===== src/rtl/fp16_sa_pkg.sv =====
// Shared definitions for the FP16 systolic array slice.
// Operand width, zero constant and sequencer state encoding.
package fp16_sa_pkg;

    localparam int FP16_W = 16;
    localparam logic [FP16_W-1:0] FP16_ZERO = 16'h0000;

    localparam logic [2:0] S_IDLE  = 3'd0;
    localparam logic [2:0] S_CLR   = 3'd1;
    localparam logic [2:0] S_FEED  = 3'd2;
    localparam logic [2:0] S_DRAIN = 3'd3;
    localparam logic [2:0] S_CAP   = 3'd4;

endpackage


===== src/rtl/sa_skew_line.sv =====
// DEPTH-stage delay line used for per-lane diagonal skew.
// DEPTH of zero degenerates to a plain wire.
module sa_skew_line #(
    parameter int W     = 16,
    parameter int DEPTH = 0
) (
    input  logic         clk,
    input  logic         rst_n,
    input  logic [W-1:0] d,
    output logic [W-1:0] q
);

    generate
        if (DEPTH == 0) begin : g_wire
            logic unused_ok;
            assign unused_ok = &{1'b0, clk, rst_n};
            assign q = d;
        end else begin : g_sr
            logic [W-1:0] sr [DEPTH];

            always_ff @(posedge clk or negedge rst_n) begin
                if (!rst_n) begin
                    for (int s = 0; s < DEPTH; s++) sr[s] <= '0;
                end else begin
                    sr[0] <= d;
                    for (int s = 1; s < DEPTH; s++) sr[s] <= sr[s-1];
                end
            end

            assign q = sr[DEPTH-1];
        end
    endgenerate

endmodule


===== src/rtl/systolic_fp16_seq.sv =====
// Operand sequencer for the NxN FP16 systolic array: feed, skew,
// drain and capture strobe around one K-deep job.
module systolic_fp16_seq
    import fp16_sa_pkg::*;
#(
    parameter int N     = 16,
    parameter int KW    = 8,
    parameter int DRAIN = 2 * N
) (
    input  logic              clk,
    input  logic              rst_n,
    input  logic              start,
    input  logic [KW-1:0]     k_len,
    output logic              busy,
    output logic              done,
    output logic              buf_rd_en,
    output logic [KW-1:0]     buf_rd_addr,
    input  logic [16*N-1:0]   buf_rd_a,
    input  logic [16*N-1:0]   buf_rd_b,
    output logic [16*N-1:0]   A_bus,
    output logic [16*N-1:0]   B_bus,
    output logic              arr_clr_n,
    output logic              cap_en
);

    logic [2:0]      state;
    logic [2:0]      nstate;
    logic [KW:0]     cnt;
    logic [KW-1:0]   klen_q;
    logic [KW-1:0]   last_addr;
    logic            v1;
    logic [16*N-1:0] cap_a;
    logic [16*N-1:0] cap_b;

    always_ff @(posedge clk or negedge rst_n) begin
        if (!rst_n) state <= S_IDLE;
        else        state <= nstate;
    end

    always_comb begin
        nstate = state;
        unique case (state)
            S_IDLE:  if (start) nstate = S_CLR;
            S_CLR:   nstate = (klen_q == '0) ? S_DRAIN : S_FEED;
            S_FEED:
                if (cnt == {1'b0, klen_q} - 1'b1) nstate = S_DRAIN;
            S_DRAIN:
                if (cnt == (KW+1)'(DRAIN - 1)) nstate = S_CAP;
            S_CAP:   nstate = S_IDLE;
            default: nstate = S_IDLE;
        endcase
    end

    always_comb begin
        busy        = (state != S_IDLE);
        done        = (state == S_CAP);
        cap_en      = (state == S_CAP);
        arr_clr_n   = (state != S_CLR);
        buf_rd_en   = (state == S_FEED);
        buf_rd_addr = buf_rd_en ? cnt[KW-1:0] : last_addr;
    end

    // cnt counts cycles spent in the current state; it is the k index in FEED
    always_ff @(posedge clk or negedge rst_n) begin
        if (!rst_n) begin
            cnt       <= '0;
            klen_q    <= '0;
            last_addr <= '0;
            v1        <= 1'b0;
            cap_a     <= '0;
            cap_b     <= '0;
        end else begin
            cnt <= (nstate != state) ? '0 : cnt + 1'b1;
            if (state == S_IDLE && start) klen_q <= k_len;
            if (buf_rd_en) last_addr <= cnt[KW-1:0];
            v1    <= buf_rd_en;
            cap_a <= v1 ? buf_rd_a : {N{FP16_ZERO}};
            cap_b <= v1 ? buf_rd_b : {N{FP16_ZERO}};
        end
    end

    genvar i;
    generate
        for (i = 0; i < N; i++) begin : g_lane
            sa_skew_line #(.W(FP16_W), .DEPTH(i)) u_skew_a (
                .clk   (clk),
                .rst_n (rst_n),
                .d     (cap_a[16*i +: 16]),
                .q     (A_bus[16*i +: 16])
            );
            sa_skew_line #(.W(FP16_W), .DEPTH(i)) u_skew_b (
                .clk   (clk),
                .rst_n (rst_n),
                .d     (cap_b[16*i +: 16]),
                .q     (B_bus[16*i +: 16])
            );
        end
    endgenerate

endmodule

===== config.mk =====
export PLATFORM = sky130hd
export DESIGN_NAME = systolic_fp16_seq
export DESIGN_NICKNAME = d
export VERILOG_FILES = /design/src/rtl/fp16_sa_pkg.sv /design/src/rtl/sa_skew_line.sv /design/src/rtl/systolic_fp16_seq.sv
export SDC_FILE = /design/constraint.sdc
export NUM_CORES = 2
export LEC_CHECK = 0
export CORE_UTILIZATION = 50
export CTS_CLUSTER_SIZE = 30
export DETAILED_ROUTE_END_ITERATION = 10
export PLACE_DENSITY = 0.69
export SLEW_MARGIN = 0
export SYNTH_ARGS = -nofsm -noshare
export SYNTH_HDL_FRONTEND = slang
export SYNTH_SLANG_ARGS = --single-unit

===== constraint.sdc =====
create_clock -name clk -period 1.9 [get_ports clk]
set_input_delay 0.285 -clock clk [delete_from_list [all_inputs] [get_ports clk]]
set_output_delay 0.285 -clock clk [all_outputs]
set_load 0.03 [all_outputs]

==> flow_summary.toml <==
[logic_synthesis]
synth_area_um2 = 117000
yosys.cell_types.count = 39
synth-simple-area-share = 0.0300
ys_ff_latch = 4381
synth-xor-area-share = 0.00119
yosysWarnings = 0
synth_top_family_by_area = "buffers and inverters"
yosysSeqAreaShare = 0.933
synth_compound_area_frac = 0.00120
syn_nets = 6077
yosys-mux-area-fraction = 0.00134
synth_adder_area_share = 0.000213
syn_inst = 5552
avgSynthCellArea_um2 = 21.2

[timing]
drv_slew = 0
hold_viol = 0
slew_headroom = 0.533
period_share = 1.39
final.setup.tns_ns = -10.96
fin_ws_ns = -0.747
period_needed_ns = 2.65
skew_ns = 0.0764
holdWs_ns = 0.0650
rsz0062_at_grt = "yes"
max_freq_ghz = 0.378
tightest_slew_ns = 0.700
setup_violations = 25

[route]
wl_met2_um = 133000
route.top_layer_used = "met5"
wl_met3_um = 11800
drt_iter0_markers = 2585
wl_met1_um = 89800
drcViolationCount = 0
antenna_left = 0
wl_per_cell_um = 23.1
wl_um = 246000
num_vias = 48000
viasPerCell = 4.50
dr.pass1.iters = 4

[critical_path]
crit_fanout = 5
required_ns = 1.62
critPathArrivalTime_ns = 2.36
cp-start-kind = "register"
path_class = "register to output port"
cp-end-kind = "output port"

[grt]
grt_pass1_wl_um = 372000
antenna_found_initial = 55
gr-total-overflow = 0
grt.total_usage = 0.214
grt_max_degree = 131
grt_pass1_vias = 57900

[placed_design]
placed_area_um2 = 130000
gp_congestion = 0.827
place_ws_ns = -0.271
dpl.hpwl_um = 131000
io_buffers = 1047

[die]
dieArea_um2 = 237000
die_y_um = 487
fp.dieW_um = 487
rows = 177
core_area_um2 = 233000
start_util = 0.504
io_pins = 1048

[cts]
clkSinkCount = 4381
cts_buffer_depth = 4
cts-root-buf = "clkbuf_16"
numCtsBuffers = 413
cts_tree = "yes"
cts_max_level = 5
clk_pin_slew_worst_paths_ns = 0.06
clock_latency_ns = 0.98

[finish]
syn_to_final_growth_pct = 25.7
layout_commonest_cell = "dfrtp_1"
final_cell_mix = "dfrtp_1 (4,380), clkdlybuf4s50_1 (521), and2_1 (512)"
layout-drive-gt1-share = 0.189
fin_nets = 7696
stdcell_area_um2 = 148000

[run_status]
violations = "setup timing"
status = "complete, but fails checks"

[power]
power_density_nw_per_um2 = 1570
p_leak_nw = 71.1
ir_drop_mv = 1.01

[hold_path]
hold_class = "primary input to register"

[flow_run]
cap_violations = 0
through the flow:
stage	utilization	cells	power, mW
2_1_floorplan	-	5552	137
3_3_place_gp	0.560	9383	147
3_5_place_dp	0.560	9383	149
4_1_cts	0.632	10600	233
5_1_grt	0.633	10600	240
6_report	0.633	10700	232
power by group:
group	switching, mW	total (mW)	internal [mW]
registers	9.38	127	117
logic	14.5	22.2	7.76
clock network	34.7	82.7	48.1
total	58.5	232	173
logic make-up after synthesis:
family	Yosys count
AOI/OAI and AO/OA	16
DFF	4381
adders and majority gates	2
muxes	14
buffers and inverters	550
xor gates and xnor gates	16
and+or+nand+nor	573
cells in the mapped netlist, drive strengths merged:
master	number	area share
a31oi	1	0.000053
nand2	15	0.00050
and3	3	0.00016
nor3	5	0.00031
xnor2	8	0.00060
or3	1	0.000053
nor3b	5	0.00032
o211ai	1	0.000064
and4	1	0.000075
a21boi	1	0.000064
clkbuf	60	0.0019
o211a	2	0.00017
or4	2	0.00013
buf	485	0.031
nor2	17	0.00054
nand2b	1	0.000053
a21oi	2	0.000085
nand4bb	1	0.000096
nand3b	3	0.00019
xor2	8	0.00060
ha	2	0.00021
nand3	3	0.00013
a2111oi	1	0.00023
o31ai	1	0.000064
a2bb2oi	1	0.000075
a211oi	2	0.00013
inv	5	0.00016
o2111a	1	0.000096
o32a	1	0.000085
dfrtp	4381	0.93
mux2	14	0.0013
nor4	2	0.00011
nand4	2	0.00011
and2	512	0.027
o21ai	2	0.000085
metal layers:
| metal | vias to the layer above | track usage |
|---|---|---|
| met1 | 26000 | 0.250 |
| met4 | 28 | 0.0933 |
| li1 | 20000 | - |
| met3 | 568 | 0.0474 |
| met5 | - | 0 |
| met2 | 1415 | 0.381 |
flip-flops by register name, indices dropped and copies added, names as in the netlist:
register	count
cap_a	256
cap_b	256
cnt	9
g_lane.u_skew_a.g_sr.sr	1680
g_lane.u_skew_a.q	240
g_lane.u_skew_b.g_sr.sr	1680
g_lane.u_skew_b.q	240
klen_q	8
last_addr	8
state	3
v1	1
path summary, 6_finish.rpt:
check / from / endpoint / slack (ns) / cells after the start
hold / removal: buf_rd_a[238] / cap_a[238]$_DFF_PN0_ / 0.07 / 2
hold reg to reg: g_lane[13].u_skew_a.g_sr.sr[56]$_DFF_PN0_ / g_lane[13].u_skew_a.g_sr.sr[40]$_DFF_PN0_ / 0.28 / 0
min in group asynchronous: rst_n / g_lane[11].u_skew_b.g_sr.sr[155]$_DFF_PN0_ / 0.16 / 3
max in group asynchronous: rst_n / g_lane[14].u_skew_a.g_sr.sr[135]$_DFF_PN0_ / 0.83 / 5
setup reg to reg: cnt[0]$_DFF_PN0_ / cnt[7]$_DFF_PN0_ / -0.30 / 6
setup / recovery: state[2]$_DFF_PN0_ / buf_rd_addr[1] / -0.75 / 4
timing repair:
item,in CTS,in global routing
pin swaps,5,18
gates cloned,2,0
buffers inserted,8,9
setup endpoints to repair,518,54
resized for setup,2711,60
hold endpoints to repair,3956,0
hold buffers,489,0
worst max-delay path: stages, from the launching register on:
cell     delay [ns]
dfrtp_1        0.42
nor3b_4        0.31
buf_6          0.20
mux2_4         0.33
buf_6          0.15
layout make-up:
cell class / instances / area [um2]
clock buffer: 605 / 12000
clock inverter: 127 / 1650
fill: 14600 / 85500
inverter: 5 / 18.8
multi-input combinational: 621 / 4160
antenna: 37 / 92.6
tap: 3132 / 3920
timing repair buffer: 1749 / 16200
sequential: 4381 / 110000
Power figures use the tool's default switching activity.
